$ cat src/rtl/sdram_burst_scheduler.sv
// -----------------------------------------------------------------------------
// sdram_burst_scheduler
//
// Purpose:
//    Arbitrates SDRAM write and read bursts for a ring buffer that lives in
//    SDRAM. A write burst moves BURST_LEN words from the input FIFO into the
//    ring at wr_ptr. A read burst moves BURST_LEN words from the ring at rd_ptr
//    into the output FIFO. When both kinds are eligible, grants alternate
//    round-robin. Each command is a req/ack/done handshake with the controller.
//    Protocol violations from the controller raise a sticky fault flag.
//
// Ports:
//    sdram_clk       in   sole clock, rising edge
//    sdram_rst       in   synchronous active-high reset
//    sdram_wren      in   enables write bursts (sampled only in IDLE)
//    sdram_rden      in   enables read bursts (sampled only in IDLE)
//    wr_fifo_count   in   words waiting in the input FIFO
//    rd_fifo_count   in   words held in the output FIFO
//    sdram_cmd_ack   in   controller accepted the command
//    sdram_cmd_done  in   controller finished the burst
//    sdram_cmd_wr    out  write-burst request (registered)
//    sdram_cmd_rd    out  read-burst request (registered)
//    sdram_addr      out  burst address (registered)
//    sdram_full      out  ring holds 2^ADDR_WIDTH bursts
//    sdram_empty     out  ring holds no bursts
//    sdram_count     out  bursts stored in the ring
//    state           out  current FSM state
//    fault_spurious  out  sticky protocol-fault flag
// -----------------------------------------------------------------------------
module sdram_burst_scheduler #(
   parameter int ADDR_WIDTH = 15,
   parameter int BURST_LEN  = 8,
   parameter int FIFO_DEPTH = 512,
   parameter int CNT_WIDTH  = 10
) (
   input  logic                  sdram_clk,
   input  logic                  sdram_rst,
   input  logic                  sdram_wren,
   input  logic                  sdram_rden,
   input  logic [CNT_WIDTH-1:0]  wr_fifo_count,
   input  logic [CNT_WIDTH-1:0]  rd_fifo_count,
   input  logic                  sdram_cmd_ack,
   input  logic                  sdram_cmd_done,
   output logic                  sdram_cmd_wr,
   output logic                  sdram_cmd_rd,
   output logic [ADDR_WIDTH-1:0] sdram_addr,
   output logic                  sdram_full,
   output logic                  sdram_empty,
   output logic [ADDR_WIDTH:0]   sdram_count,
   output logic [2:0]            state,
   output logic                  fault_spurious
);

   typedef enum logic [2:0] {
      ST_IDLE    = 3'd0,
      ST_WR_REQ  = 3'd1,
      ST_WR_WAIT = 3'd2,
      ST_RD_REQ  = 3'd3,
      ST_RD_WAIT = 3'd4
   } state_t;

   localparam logic GRANT_WR = 1'b0;
   localparam logic GRANT_RD = 1'b1;

   localparam logic [ADDR_WIDTH-1:0] PTR_ZERO   = {ADDR_WIDTH{1'b0}};
   localparam logic [ADDR_WIDTH-1:0] PTR_ONE    = ADDR_WIDTH'(32'd1);
   localparam logic [ADDR_WIDTH:0]   CNT_ZERO   = {(ADDR_WIDTH+1){1'b0}};
   localparam logic [ADDR_WIDTH:0]   CNT_ONE    = (ADDR_WIDTH+1)'(32'd1);
   localparam logic [ADDR_WIDTH:0]   RING_DEPTH = {1'b1, {ADDR_WIDTH{1'b0}}};

   localparam logic [31:0] BURST_W = 32'(BURST_LEN);
   localparam logic [31:0] DEPTH_W = 32'(FIFO_DEPTH);

   state_t                  state_r;
   logic                    cmd_wr_r;
   logic                    cmd_rd_r;
   logic [ADDR_WIDTH-1:0]   addr_r;
   logic [ADDR_WIDTH-1:0]   wr_ptr_r;
   logic [ADDR_WIDTH-1:0]   rd_ptr_r;
   logic [ADDR_WIDTH:0]     count_r;
   logic                    fault_r;
   logic                    last_grant_r;

   logic [31:0]             wr_cnt_ext_s;
   logic [31:0]             rd_cnt_ext_s;
   logic                    wr_elig_s;
   logic                    rd_elig_s;
   logic                    spurious_s;

   assign sdram_full  = (count_r == RING_DEPTH);
   assign sdram_empty = (count_r == CNT_ZERO);

   assign wr_cnt_ext_s = 32'(wr_fifo_count);
   assign rd_cnt_ext_s = 32'(rd_fifo_count);

   // Burst eligibility and spurious handshake detection.
   always_comb begin
      wr_elig_s = sdram_wren && (wr_cnt_ext_s >= BURST_W) && !sdram_full;
      // A count above FIFO_DEPTH means no free space, never wrapped-around space.
      rd_elig_s = sdram_rden && (rd_cnt_ext_s <= DEPTH_W) &&
                  ((DEPTH_W - rd_cnt_ext_s) >= BURST_W) && !sdram_empty;
      if (state_r == ST_IDLE) begin
         spurious_s = sdram_cmd_done || sdram_cmd_ack;
      end else if ((state_r == ST_WR_WAIT) || (state_r == ST_RD_WAIT)) begin
         spurious_s = sdram_cmd_ack;
      end else begin
         spurious_s = 1'b0;
      end
   end

   // Scheduler FSM with its registered command, address and ring bookkeeping.
   always_ff @(posedge sdram_clk) begin
      if (sdram_rst) begin
         state_r      <= ST_IDLE;
         cmd_wr_r     <= 1'b0;
         cmd_rd_r     <= 1'b0;
         addr_r       <= PTR_ZERO;
         wr_ptr_r     <= PTR_ZERO;
         rd_ptr_r     <= PTR_ZERO;
         count_r      <= CNT_ZERO;
         fault_r      <= 1'b0;
         last_grant_r <= GRANT_RD;
      end else begin
         if (spurious_s) begin
            fault_r <= 1'b1;
         end
         case (state_r)
            ST_IDLE: begin
               // On contention, grant the type that did not win last time.
               if (wr_elig_s && (!rd_elig_s || (last_grant_r == GRANT_RD))) begin
                  state_r      <= ST_WR_REQ;
                  cmd_wr_r     <= 1'b1;
                  addr_r       <= wr_ptr_r;
                  last_grant_r <= GRANT_WR;
               end else if (rd_elig_s) begin
                  state_r      <= ST_RD_REQ;
                  cmd_rd_r     <= 1'b1;
                  addr_r       <= rd_ptr_r;
                  last_grant_r <= GRANT_RD;
               end else begin
                  state_r <= ST_IDLE;
               end
            end
            ST_WR_REQ: begin
               // Ack together with done completes the burst in one step.
               if (sdram_cmd_ack && sdram_cmd_done) begin
                  state_r  <= ST_IDLE;
                  cmd_wr_r <= 1'b0;
                  wr_ptr_r <= wr_ptr_r + PTR_ONE;
                  if (!sdram_full) begin
                     count_r <= count_r + CNT_ONE;
                  end
               end else if (sdram_cmd_ack) begin
                  state_r  <= ST_WR_WAIT;
                  cmd_wr_r <= 1'b0;
               end else begin
                  state_r <= ST_WR_REQ;
               end
            end
            ST_WR_WAIT: begin
               if (sdram_cmd_done) begin
                  state_r  <= ST_IDLE;
                  wr_ptr_r <= wr_ptr_r + PTR_ONE;
                  if (!sdram_full) begin
                     count_r <= count_r + CNT_ONE;
                  end
               end else begin
                  state_r <= ST_WR_WAIT;
               end
            end
            ST_RD_REQ: begin
               if (sdram_cmd_ack && sdram_cmd_done) begin
                  state_r  <= ST_IDLE;
                  cmd_rd_r <= 1'b0;
                  rd_ptr_r <= rd_ptr_r + PTR_ONE;
                  if (!sdram_empty) begin
                     count_r <= count_r - CNT_ONE;
                  end
               end else if (sdram_cmd_ack) begin
                  state_r  <= ST_RD_WAIT;
                  cmd_rd_r <= 1'b0;
               end else begin
                  state_r <= ST_RD_REQ;
               end
            end
            ST_RD_WAIT: begin
               if (sdram_cmd_done) begin
                  state_r  <= ST_IDLE;
                  rd_ptr_r <= rd_ptr_r + PTR_ONE;
                  if (!sdram_empty) begin
                     count_r <= count_r - CNT_ONE;
                  end
               end else begin
                  state_r <= ST_RD_WAIT;
               end
            end
            default: begin
               state_r  <= ST_IDLE;
               cmd_wr_r <= 1'b0;
               cmd_rd_r <= 1'b0;
            end
         endcase
      end
   end

   assign sdram_cmd_wr   = cmd_wr_r;
   assign sdram_cmd_rd   = cmd_rd_r;
   assign sdram_addr     = addr_r;
   assign sdram_count    = count_r;
   assign state          = state_r;
   assign fault_spurious = fault_r;

endmodule

$ cat config.mk
export PLATFORM = sky130hd
export DESIGN_NAME = sdram_burst_scheduler
export DESIGN_NICKNAME = d
export VERILOG_FILES = /design/src/rtl/sdram_burst_scheduler.sv
export SDC_FILE = /design/constraint.sdc
export NUM_CORES = 1
export LEC_CHECK = 0
export ABC_CLOCK_PERIOD_IN_PS = 3300
export BUFFER_PORTS_ARGS = -buffer_cell sky130_fd_sc_hd__buf_2
export CORE_MARGIN = 3
export CORE_UTILIZATION = 45
export CTS_CLUSTER_SIZE = 30
export DETAILED_ROUTE_END_ITERATION = 12
export PLACE_DENSITY = 0.66
export RECOVER_POWER = 25
export SYNTH_ARGS = -nofsm -noshare
export SYNTH_HDL_FRONTEND = slang
export SYNTH_SLANG_ARGS = --single-unit
export TNS_END_PERCENT = 5
$ cat constraint.sdc
create_clock -name sdram_clk -period 3.3 [get_ports sdram_clk]
set_input_delay 0.165 -clock sdram_clk [delete_from_list [all_inputs] [get_ports sdram_clk]]
set_output_delay 0.165 -clock sdram_clk [all_outputs]
set_load 0.05 [all_outputs]
# Word level (Yosys, flattened, before mapping)

Cells that the tools add are included.

Register bits after elaboration: 68
Input port bits: 26

Add/subtract/negate cells: 5
$lt $le $gt $ge: 3
Equality and inequality tests: 14
Muxes and demuxes: 34
Bitwise logic cells: 2
Reductions and logical operators: 27

Operators by type and width:

| operator                                                           | count |
|---|---|
| 2-to-1 mux 16 bit                                                  | 6 |
| 2-to-1 mux 15 bit                                                  | 6 |
| case mux 16 bit (4 select lines)                                   | 1 |
| case mux 15 bit (2 select lines)                                   | 2 |
| greater-or-equal comparator 32 x 4 -> 1 bit, second input constant | 1 |
| adder 15 x 1 -> 15 bit, second input constant                      | 2 |
| adder 16 x 1 -> 16 bit, second input constant                      | 1 |
| equality test 16 bit, second input constant                        | 1 |
| logical NOT 16 bit                                                 | 1 |
| subtractor 16 x 1 -> 16 bit, second input constant                 | 1 |
| case mux 3 bit (5 select lines)                                    | 1 |
| inequality test 2 bit, second input constant                       | 6 |
| subtractor 10 x 10 -> 11 bit, first input constant                 | 1 |
| greater-or-equal comparator 10 x 4 -> 1 bit, second input constant | 1 |
| less-or-equal comparator 10 bit, second input constant             | 1 |
| 2-to-1 mux 2 bit                                                   | 5 |
| 2-to-1 mux 3 bit                                                   | 3 |
| AND reduction 3 bit                                                | 3 |
| 2-to-1 mux 1 bit                                                   | 8 |
| logical AND 1 bit                                                  | 7 |
| equality test 3 x 2 -> 1 bit, second input constant                | 2 |
| inequality test 3 bit, second input constant                       | 2 |
| case mux 1 bit (3 select lines)                                    | 2 |
| nonzero test 2 bit                                                 | 3 |
| other kinds (12)                                                   | 18 |

# Longest topological paths before layout

Depth in word-level cells: 9
Mapped depth: 11
Gate-level depth less buffers: 10

# Worst setup path before layout

OpenSTA, ideal clock, no wires.

Path type: register -> register
Start: register state_r[2], in the netlist state[2]
End: register count_r[15], in the netlist sdram_count[15]
Setup time: 121 ps
Arrival time: 3058 ps
Data required time: 3179 ps
Path slack: 121 ps
Stages on the path, launching flop included: 12
Path buffers: 1
Clock period less this slack: 3179 ps
Path through: dfxtp_1 -> clkbuf_1 -> nand3b_1 -> nand2b_2 -> ha_1 -> a21o_1 -> a221oi_1 -> nor2b_1 -> a31oi_1 -> o21ai_1 -> mux2_2 -> mux2_4

Cells in the longest elaborated chain, start to end: 3
Elaborated cells on any way between the ends: 11

RTL lines:

| what                                                                                | line | RTL |
|---|---|---|
| start: declaration                                                                  | 74   | `state_t state_r;` |
| start signal: assignment                                                            | 114  | `state_r <= ST_IDLE;` |
| start signal: assignment                                                            | 131  | `state_r <= ST_WR_REQ;` |
| start signal: assignment                                                            | 136  | `state_r <= ST_RD_REQ;` |
| equality test 3 x 2 -> 1 bit, or another cell as far along                          | 127  | `case (state_r)` |
| nonzero test 4 bit (no source line) / inequality test 2 bit (equally long branches) | -    |  |
| AND reduction 5 bit (no source line)                                                | -    |  |
| end signal: assignment                                                              | 151  | `count_r <= count_r + CNT_ONE;` |
| end signal: assignment                                                              | 165  | `count_r <= count_r + CNT_ONE;` |
| end signal: assignment                                                              | 177  | `count_r <= count_r - CNT_ONE;` |
| end: declaration                                                                    | 80   | `logic [ADDR_WIDTH:0] count_r;` |

Several ways; a longest one is shown, not always the timed one.
A chain may end at the register's enable or synchronous reset.

# Final worst setup path

Start: register state_r[1], in the netlist state[1]
End: register count_r[15], in the netlist sdram_count[15]

The elaborated chain is that of the path after synthesis.

==> results.md <==
* Post-CTS Resized at 0
* Post-Syn Area at 0.00376 mm²
* Clock Sinks at 68
* Period Utilization, post-route at approximately 88%
* Die Wd at ~97 µm
* Async S/R FF share, synth at 0%
* WS Path Type: reg -> reg
* Distinct cell type count after synthesis at 59
* Dpl cells at ~580
* Non-Filler Instances at 598
* DR pass1 iterations at 4
* Drt wl/cell at 13.8 µm
* Cells after Synth at 430
* Initial Util at 47.4%
* Top Ports at 65
* Gate power share at approximately 8.4%
* CTS buffer count at 9
* Tightest Hold Check Type: in -> reg
* Mean Syn Cell Area at ~8.7 µm²
* Largest fanout on the critical path at 11
* VDD IR max at between 0.2 and 0.25 mV
* Slew Limit Headroom at -39.9%
* Crit end category: flip-flop
* Vias in the first global route at between 2000 and 3000
* Clock skew at roughly 0.012 ns
* First-pass GRT wire length at approximately 14 mm
* # DRC at 0
* Worst Max-Slew Pin Slew at between 2 and 2.5 ns
* Max clock buf depth at 2
* Via count at 3227
* Seq cells post-synth at 68
* Hold Violations, Final at 0
* Seq pwr share at a little under half
* Max Cap Violations at 1
* Total routed wirelength at 8.25 mm
* WP buf/inv at 0
* Post-route ant nets at 0
* Top_reg_cell synth: dfxtp_1
* Syn_nets at ~470
* Final net count at roughly 540
* Final Critical Period at around 3 ns
* GRT Overall Usage at 17.8%
* Clk pwr share at 45.6%
* P_leak at 1.81 nW
* Gpl congestion at 0.879
* Delay-heaviest family, CP: compound AO/OA/AOI/OAI gates
* Total congestion overflow at 0
* Commonest cells after routing, fill and taps aside: nor2_1, dfxtp_1, a21oi_1, buf_2, clkbuf_1
* P_sw at about 0.00044 W
* Proportion of layout cells with a drive suffix above 1 at approximately 15%
* YS warnings at 0
* CP Data Required Time at 3.54 ns
* Initial drt markers at 133
* Internal power at ~0.0014 W
* Fmax at approximately 0.34 GHz
* H-tree lvl count at 3
* Unrepaired setup endpoints after global routing: no
* Vias/cell at approximately 5.4
* # setup viols final at 0
* Clock transition at the registers of the reported paths at approximately 0.070 ns
* Root buf cell: clkbuf_8
* Final Util at 55.0%
* # Post-CTS Setup Buffers at 0
* Die Y at 97.4 µm
* Buffers on Ports at slightly above 60
* Outcome: finished, violations left
* Number of synthesized flops with an enable pin at 0
* Switch share at roughly a quarter
* Critical path, cell by cell: nor3b_4 -> nand2b_2 -> ha_1 -> nand3_1 -> o21ai_0 -> a31oi_1 -> o21ai_1 -> mux2_2 -> mux2_4
* CTS tree: yes
* Slew Limit Fails at 49
* Largest net degree at the start of global routing at 49
* Critical path startpoint category: flip-flop
* Synth-to-Final Area Change at 16.0%
* Die area at around 0.0095 mm²
* Pwr/cell area at around 420 mW/mm²
* Diode count at 0
* Worst Path Arrival at around 3.2 ns
* CTS Hold Bufs at 0
* Most common cell after layout, fill and taps aside: nor2_1
* Initial antenna violation count at 0
* Worst path max stage delay at about 0.48 ns
* Failing checks: max-capacitance violations, max-slew violations
* Max stage delay cell, worst path: o21ai_0
* TNS Setup at 0 ns
* Seq/Total Area, Yosys at between 30% and 40%
* Clock Latency Late Sink at around 0.35 ns
* Core ar. at between 0.007 and 0.008 mm²
* Post-DP HPWL at about 6 mm
* Std cell rows at 32
==> cell type report <==
cell class | instances | area [µm²]
Clock buffer | 9 | 124
Multi-Input combinational cell | 338 | 2270
Timing Repair Buffer | 70 | 340
Tap cell | 102 | 128
Sequential cell | 68 | 1360
Clock inverter | 6 | 114
Fill cell | 778 | 3570
Inverter | 5 | 18.8
==> cells in the mapped netlist, drive strengths merged, types with 5 or more instances <==
library cell,instances,area share [%]
a21o,7,1.4
a21oi,40,5.4
and3,8,1.3
buf,8,1.7
clkbuf,11,1.1
dfxtp,68,36
ha,16,5.3
inv,5,0.50
mux2i,22,6.0
nand2,18,1.8
nand3,5,0.67
nand3b,6,1.2
nand4,13,2.2
nor2,89,8.9
nor3,11,1.6
o21ai,12,1.6
xnor2,14,3.3
xor2,24,5.6
==> flip-flops by register name, summed over array words and instances, names as in the netlist <==
name / count
last_grant_r: 1
sdram_addr: 15
rd_ptr_r: 15
sdram_cmd_rd: 1
state: 3
fault_spurious: 1
wr_ptr_r: 15
sdram_count: 16
sdram_cmd_wr: 1
==> power groups by stage <==
stage	logic (W)	registers (W)	clock network [W]
after detailed placement	0.000154	0.000855	0
final	0.000153	0.000836	0.000829
after global routing	0.000168	0.000837	0.000882
after CTS	0.000155	0.000836	0.000845
after floorplan	0.0000979	0.000872	0
after global placement	0.000151	0.000855	0
==> path summary, 6_finish.rpt <==
| path | endpoint | startpoint | cells past startpoint | slack (ns) |
|---|---|---|---|---|
| setup / recovery | sdram_count[15]$_SDFFE_PP0P_ | state[1]$_SDFF_PP0_ | 9 | 0.38 |
| hold / removal | state[2]$_SDFF_PP0_ | sdram_cmd_done | 2 | 0.1 |
| setup reg to reg | sdram_count[15]$_SDFFE_PP0P_ | state[1]$_SDFF_PP0_ | 9 | 0.38 |
| hold reg to reg | sdram_addr[0]$_SDFFE_PP0P_ | sdram_addr[0]$_SDFFE_PP0P_ | 2 | 0.49 |
==> worst register-to-register path, delay by kind of cell (launching register included) <==
kind	cells	cell delay (ns)
compound gates	3	0.83
mux	2	0.66
simple gates	3	0.47
fa+ha+maj	1	0.44
flops	1	0.42
==> cell families (layout without fill, tap and decap cells) <==
| kind of cell | Yosys count | in the layout | share of synthesized area (%) |
|---|---|---|---|
| DFF | 68 | 68 | 36.2 |
| muxes | 24 | 24 | 6.66 |
| xor gates and xnor gates | 38 | 38 | 8.86 |
| AOI/OAI and AO/OA | 88 | 88 | 16.5 |
| and+or+nand+nor | 171 | 171 | 22.7 |
| buffers and inverters | 24 | 90 | 3.26 |
| adders and majority gates | 17 | 17 | 5.86 |
==> per-layer routing <==
metal | share of wire [%] | global-route usage [%] | vias up
met5 | 0 | 0 | -
met1 | 49 | 24.4 | 1498
met2 | 45 | 28.0 | 70
li1 | - | - | 1651
met3 | 5.2 | 3.59 | 8
met4 | 1.1 | 6.07 | 0
==> through the flow <==
| step | power, W | instance area (µm²) | worst slack [ns] | hold WS (ns) |
|---|---|---|---|---|
| CTS | 0.00184 | 4390 | 0.405 | 0.0868 |
| global placement | 0.00101 | 4150 | 0.524 | 0.459 |
| global route | 0.00189 | 4360 | 0.136 | 0.101 |
| finish | 0.00182 | 4360 | 0.380 | 0.0976 |
| detailed placement | 0.00101 | 4150 | 0.413 | 0.456 |
| floorplan | 0.000970 | 3760 | 0.121 | 0.244 |
(Power assumes the default switching activity.)
